[src/rtl/dtw_fifo_pkg.sv]
// Shared constants and helpers for DTW blocks.
// Holds default widths and the occupancy-counter width function.
package dtw_fifo_pkg;

  localparam int DTW_DATA_WIDTH = 32;
  localparam int DTW_DEPTH      = 20;

  // Occupancy must represent 0..depth inclusive, hence depth+1 states.
  function automatic int count_width(input int depth);
    return $clog2(depth + 1);
  endfunction

endpackage

[src/rtl/fifo_ptr.sv]
// Modulo-DEPTH pointer with enable, synchronous clear and async reset.
// Wraps from DEPTH-1 to 0 for any DEPTH, power of two or not.
module fifo_ptr #(
  parameter int DEPTH = 4,
  parameter int PW    = (DEPTH > 1) ? $clog2(DEPTH) : 1
) (
  input  logic          clk,
  input  logic          rst_n,
  input  logic          clr,
  input  logic          en,
  output logic [PW-1:0] ptr
);

  localparam logic [PW-1:0] LAST = PW'(DEPTH - 1);

  logic [PW-1:0] ptr_q, ptr_d;

  always_comb begin
    ptr_d = ptr_q;
    if (clr) begin
      ptr_d = '0;
    end else if (en) begin
      ptr_d = (ptr_q == LAST) ? '0 : ptr_q + 1'b1;
    end
  end

  always_ff @(posedge clk or negedge rst_n) begin
    if (!rst_n) begin
      ptr_q <= '0;
    end else begin
      ptr_q <= ptr_d;
    end
  end

  assign ptr = ptr_q;

endmodule

[src/rtl/dtw_ring_fifo.sv]
// Circular-buffer FIFO with registered status flags, sticky error flags
// and a choice of registered or first-word-fall-through read data.
module dtw_ring_fifo
  import dtw_fifo_pkg::*;
#(
  parameter int DATA_WIDTH = DTW_DATA_WIDTH,
  parameter int DEPTH      = DTW_DEPTH,
  parameter int AF_LEVEL   = DEPTH - 2,
  parameter int AE_LEVEL   = 2,
  parameter int FWFT       = 0
) (
  input  logic                          clk,
  input  logic                          rst_n,
  input  logic                          clr,
  input  logic                          wren,
  input  logic [DATA_WIDTH-1:0]         i_data,
  input  logic                          rden,
  output logic [DATA_WIDTH-1:0]         o_data,
  output logic                          o_valid,
  output logic                          full,
  output logic                          empty,
  output logic                          almost_full,
  output logic                          almost_empty,
  output logic [count_width(DEPTH)-1:0] count,
  output logic                          overflow,
  output logic                          underflow
);

  localparam int CW = count_width(DEPTH);
  localparam int PW = $clog2(DEPTH);

  if (DEPTH < 2) begin : g_bad_depth
    $error("dtw_ring_fifo: DEPTH must be at least 2");
  end
  if (!(AE_LEVEL < AF_LEVEL && AF_LEVEL <= DEPTH)) begin : g_bad_levels
    $error("dtw_ring_fifo: need AE_LEVEL < AF_LEVEL <= DEPTH");
  end

  logic [DATA_WIDTH-1:0] mem [DEPTH];
  logic [PW-1:0]         wr_ptr, rd_ptr;
  logic [CW-1:0]         count_q, count_d;
  logic                  full_q, full_d, empty_q, empty_d;
  logic                  af_q, af_d, ae_q, ae_d;
  logic                  ovf_q, ovf_d, unf_q, unf_d;
  logic                  wr_acc, rd_acc;

  // A full FIFO still takes a write when a read frees a slot that cycle.
  always_comb begin
    rd_acc = rden & ~empty_q & ~clr;
    wr_acc = wren & (~full_q | rd_acc) & ~clr;

    count_d = count_q;
    if (clr) begin
      count_d = '0;
    end else begin
      case ({wr_acc, rd_acc})
        2'b10:   count_d = count_q + 1'b1;
        2'b01:   count_d = count_q - 1'b1;
        default: count_d = count_q;
      endcase
    end

    full_d  = (count_d == CW'(DEPTH));
    empty_d = (count_d == '0);
    af_d    = (count_d >= CW'(AF_LEVEL));
    ae_d    = (count_d <= CW'(AE_LEVEL));
    ovf_d   = clr ? 1'b0 : (ovf_q | (wren & ~wr_acc));
    unf_d   = clr ? 1'b0 : (unf_q | (rden & empty_q));
  end

  always_ff @(posedge clk or negedge rst_n) begin
    if (!rst_n) begin
      count_q <= '0;
      full_q  <= 1'b0;
      empty_q <= 1'b1;
      af_q    <= (AF_LEVEL == 0);
      ae_q    <= 1'b1;
      ovf_q   <= 1'b0;
      unf_q   <= 1'b0;
    end else begin
      count_q <= count_d;
      full_q  <= full_d;
      empty_q <= empty_d;
      af_q    <= af_d;
      ae_q    <= ae_d;
      ovf_q   <= ovf_d;
      unf_q   <= unf_d;
    end
  end

  // Storage is deliberately left out of reset so it can map onto RAM.
  always_ff @(posedge clk) begin
    if (wr_acc) begin
      mem[wr_ptr] <= i_data;
    end
  end

  fifo_ptr #(.DEPTH(DEPTH), .PW(PW)) u_wr_ptr (
    .clk   (clk),
    .rst_n (rst_n),
    .clr   (clr),
    .en    (wr_acc),
    .ptr   (wr_ptr)
  );

  fifo_ptr #(.DEPTH(DEPTH), .PW(PW)) u_rd_ptr (
    .clk   (clk),
    .rst_n (rst_n),
    .clr   (clr),
    .en    (rd_acc),
    .ptr   (rd_ptr)
  );

  if (FWFT != 0) begin : g_fwft
    // Head is gated by empty so o_data reads zero after reset or a flush.
    assign o_data  = empty_q ? '0 : mem[rd_ptr];
    assign o_valid = ~empty_q;
  end else begin : g_reg
    logic [DATA_WIDTH-1:0] o_data_q, o_data_d;
    logic                  o_valid_q, o_valid_d;

    always_comb begin
      o_data_d  = rd_acc ? mem[rd_ptr] : o_data_q;
      o_valid_d = rd_acc;
    end

    always_ff @(posedge clk or negedge rst_n) begin
      if (!rst_n) begin
        o_data_q  <= '0;
        o_valid_q <= 1'b0;
      end else begin
        o_data_q  <= o_data_d;
        o_valid_q <= o_valid_d;
      end
    end

    assign o_data  = o_data_q;
    assign o_valid = o_valid_q;
  end

  assign count        = count_q;
  assign full         = full_q;
  assign empty        = empty_q;
  assign almost_full  = af_q;
  assign almost_empty = ae_q;
  assign overflow     = ovf_q;
  assign underflow    = unf_q;

endmodule

[config.mk]
export PLATFORM = sky130hd
export DESIGN_NAME = dtw_ring_fifo
export DESIGN_NICKNAME = d
export VERILOG_FILES = /design/src/rtl/dtw_fifo_pkg.sv /design/src/rtl/fifo_ptr.sv /design/src/rtl/dtw_ring_fifo.sv
export SDC_FILE = /design/constraint.sdc
export NUM_CORES = 1
export LEC_CHECK = 0
export ABC_AREA = 1
export BUFFER_PORTS_ARGS = -buffer_cell sky130_fd_sc_hd__buf_2
export CAP_MARGIN = 10
export CORE_MARGIN = 2
export CORE_UTILIZATION = 49
export DETAILED_ROUTE_END_ITERATION = 10
export PLACE_DENSITY = 0.74
export SLEW_MARGIN = 15
export SYNTH_ARGS = -nofsm -noshare
export SYNTH_HDL_FRONTEND = slang
export SYNTH_SLANG_ARGS = --single-unit
[constraint.sdc]
create_clock -name clk -period 5.1 [get_ports clk]
set_clock_uncertainty 0.15 [all_clocks]
set_input_delay 1.02 -clock clk [delete_from_list [all_inputs] [get_ports clk]]
set_output_delay 1.02 -clock clk [all_outputs]
set_load 0.01 [all_outputs]
==> key figures <==
Global routing
  – First-pass GRT wire length: 104 mm
  – Grt met1 use: 30.9%
  – Gr ovfl total: 0
  – Largest net degree at the start of global routing: 186
  – Total track usage: 23.0%
  – Initial antenna violation count: 1
  – Met3 track demand over resource: 3.57%
  – Vias in the first global route: 18,103
  – Gr busiest metal: met2
  – Met2 Track Usage GR: 38.0%

Power and ir drop
  – P_int: 10,300 uW
  – Leakage: 0.0113 uW
  – Sw Ratio: 25.7%
  – Gate power share: 13.4%
  – Power Total: 13,800 uW
  – Max IR drop VDD: 0.281 mV
  – Flop pwr share: 47.2%
  – Switching power: 3550 uW
  – Clock network power share: 39.3%
  – P per Cell Area: 441 mW/mm^2

Finish
  – Synthesis-to-finish area growth: 12.9%
  – Commonest non-fill, non-tap cells in the layout: edfxtp_1, nor2_1, nand2_1
  – Final nets: 2,399
  – Commonest non-fill, non-tap cell in the layout: edfxtp_1
  – Util after Layout: 55.8%
  – Share of layout cells above drive strength 1: 10.7%
  – Fillers: 4,379

Route
  – DRC viols: 0
  – Initial drt markers: 2,215
  – Vias per cell: 5.73
  – Antenna Nets Post-Route: 0
  – Pre-antenna DRT Iters: 6
  – Routed WL: 67.5 mm
  – Vias: 18,167
  – WL/cell: 21.3 um

Place
  – Pre-CTS setup slack: 1.17 ns
  – Number of I/O port buffers: 80
  – Placer congestion estimate: 0.897
  – Post-DP HPWL: 37.8 mm

Timing
  – Slew Limit Fails: 0
  – Setup TNS Final: 0 ns
  – Fmax: 0.299 GHz
  – Final period util: 65.6%
  – Final Hold Fails: 0
  – Normalized max-slew margin: 31.5%
  – Measured slew at the worst slew-check pin: 1.03 ns
  – RSZ-0062 raised after global routing: no
  – Final Setup Violations: 0
  – Tmin final: 3.35 ns
  – Setup ws final: 1.75 ns

Synthesis
  – Post-synth EDFFs: 640
  – Post-synthesis instance area: 0.0278 mm^2
  – Ys flop type: edfxtp_1
  – Synthesis warning total: 0
  – Cells after synthesis: 2,303
  – Seq/Total Area, Yosys: 74.0%
  – Async set-reset flop share out of synthesis: 7.78%
  – FF+latch count, synth: 694
  – Synth unique cells: 25
  – Post-Syn Nets: 2,348
  – Syn_area_per_cell: 12.1 um^2

Worst setup path
  – Required @ worst endpoint: 5.27 ns
  – Crit Path Class: in -> reg
  – Startpoint types: input port
  – Critical-path maximum fanout: 23
  – CP Capture Type: flip-flop
  – Crit path DAT: 3.51 ns

Floorplan
  – Initial Util: 49.4%
  – Row cnt: 87
  – CORE AREA: 0.0563 mm^2
  – Die width: 242 um
  – Io pins: 81
  – Die Y: 242 um
  – Die ar.: 0.0587 mm^2

CTS
  – Number of clock sinks: 694
  – Post-CTS Resized: 0
  – CTS clk-pin slew, worst paths: 0.06 ns
  – Num CTS Buffers: 69
  – Skew-Pair Late Insertion Delay: 0.61 ns
  – Post-CTS Setup Inserts: 0
  – CTS root buf: clkbuf_16
  – Deepest clock path buffer count: 3
  – CTS Hold Bufs: 0
  – H-tree depth: 3
  – CTS tree: done

Hold path
  – Worst hold-check path type: reg -> reg

Run
  – Max_cap viols: 0

Status
  – Outcome: complete, no violations
==> area by class of cell <==
type / count / area (um^2) / area share (%)
flip-flops and latches: 694 / 20600 / 65.5
multi-input cells: 1410 / 6420 / 20.4
clock buffers: 90 / 1910 / 6.08
well taps: 756 / 946 / 3.01
repair buffers: 121 / 786 / 2.50
clock inverters: 38 / 543 / 1.73
inverters: 58 / 230 / 0.733
diodes: 1 / 2.50 / 0.00797
==> power by group through the flow <==
stage	Clock, uW	Combinational, uW	Sequential, uW
2_1_floorplan	0	1210	6670
3_3_place_gp	0	1800	6650
3_5_place_dp	0	1830	6660
4_1_cts	5510	1850	6540
5_1_grt	5720	2070	6560
6_report	5450	1860	6540
==> logic make-up after synthesis <==
family,count (synthesis),share of synthesized area (%)
and+or+nand+nor,863,12.1
DFF,694,74.0
AOI/OAI and AO/OA,531,9.86
buffers and inverters,199,3.50
xor gates and xnor gates,8,0.252
adders and majority gates,8,0.360
==> synthesized netlist by cell type, types with 6 or more instances <==
master | count | share of area (%)
o22ai_1 | 67 | 1.5
inv_1 | 52 | 0.70
nor2_1 | 450 | 6.1
nand2_1 | 325 | 4.4
buf_6 | 18 | 0.73
clkbuf_1 | 61 | 0.82
o21ai_1 | 221 | 4.0
a21oi_1 | 6 | 0.11
dfrtp_1 | 52 | 4.7
o21ai_0 | 237 | 4.3
buf_4 | 9 | 0.24
buf_2 | 46 | 0.83
nand3_1 | 82 | 1.5
ha_1 | 8 | 0.36
buf_1 | 7 | 0.094
edfxtp_1 | 640 | 69
==> registers in the layout, summed over array words and instances, names as in the netlist <==
| signal | count |
|---|---|
| count | 5 |
| o_valid | 1 |
| almost_full | 1 |
| empty | 1 |
| full | 1 |
| overflow | 1 |
| underflow | 1 |
| almost_empty | 1 |
| o_data | 32 |
| mem | 640 |
| u_wr_ptr.ptr | 5 |
| u_rd_ptr.ptr | 5 |
==> worst max-delay path: stages <==
cell and delay [ns]:
buf_2 0.09, nand2_1 0.11, nor2_4 0.12, inv_2 0.05, nand2_1 0.07, nand3_1 0.22, inv_1 0.30, nand2_1 0.36
nor2_4 0.89, buf_4 0.29
==> per-layer routing <==
layer / vias up / part of all wire, %
met5: - / 0
met4: 0 / 2.8
met3: 132 / 8.7
met2: 895 / 49
met1: 8888 / 40
li1: 8252 / -
==> final timing paths <==
check,startpoint,to,slack [ns],cells past startpoint
worst max-delay path,rden,mem[0][31],1.75,10
worst min-delay path,o_data[5],o_data[5],0.33,2
worst max register to register,empty,mem[0][31],1.85,10
worst min register to register,o_data[5],o_data[5],0.33,2
max in group asynchronous,rst_n,u_rd_ptr.ptr[0],3.79,1
min in group asynchronous,rst_n,o_data[11],0.38,1
==> through the flow <==
step	hold slack [ns]	cells	cell area [um^2]
2_1_floorplan	0.363	2303	27800
3_3_place_gp	0.307	3038	28900
3_5_place_dp	0.316	3038	28900
4_1_cts	0.332	3166	31400
5_1_grt	0.348	3168	31400
6_report	0.332	3168	31400
Note: power is estimated with default switching activity, not from simulation.
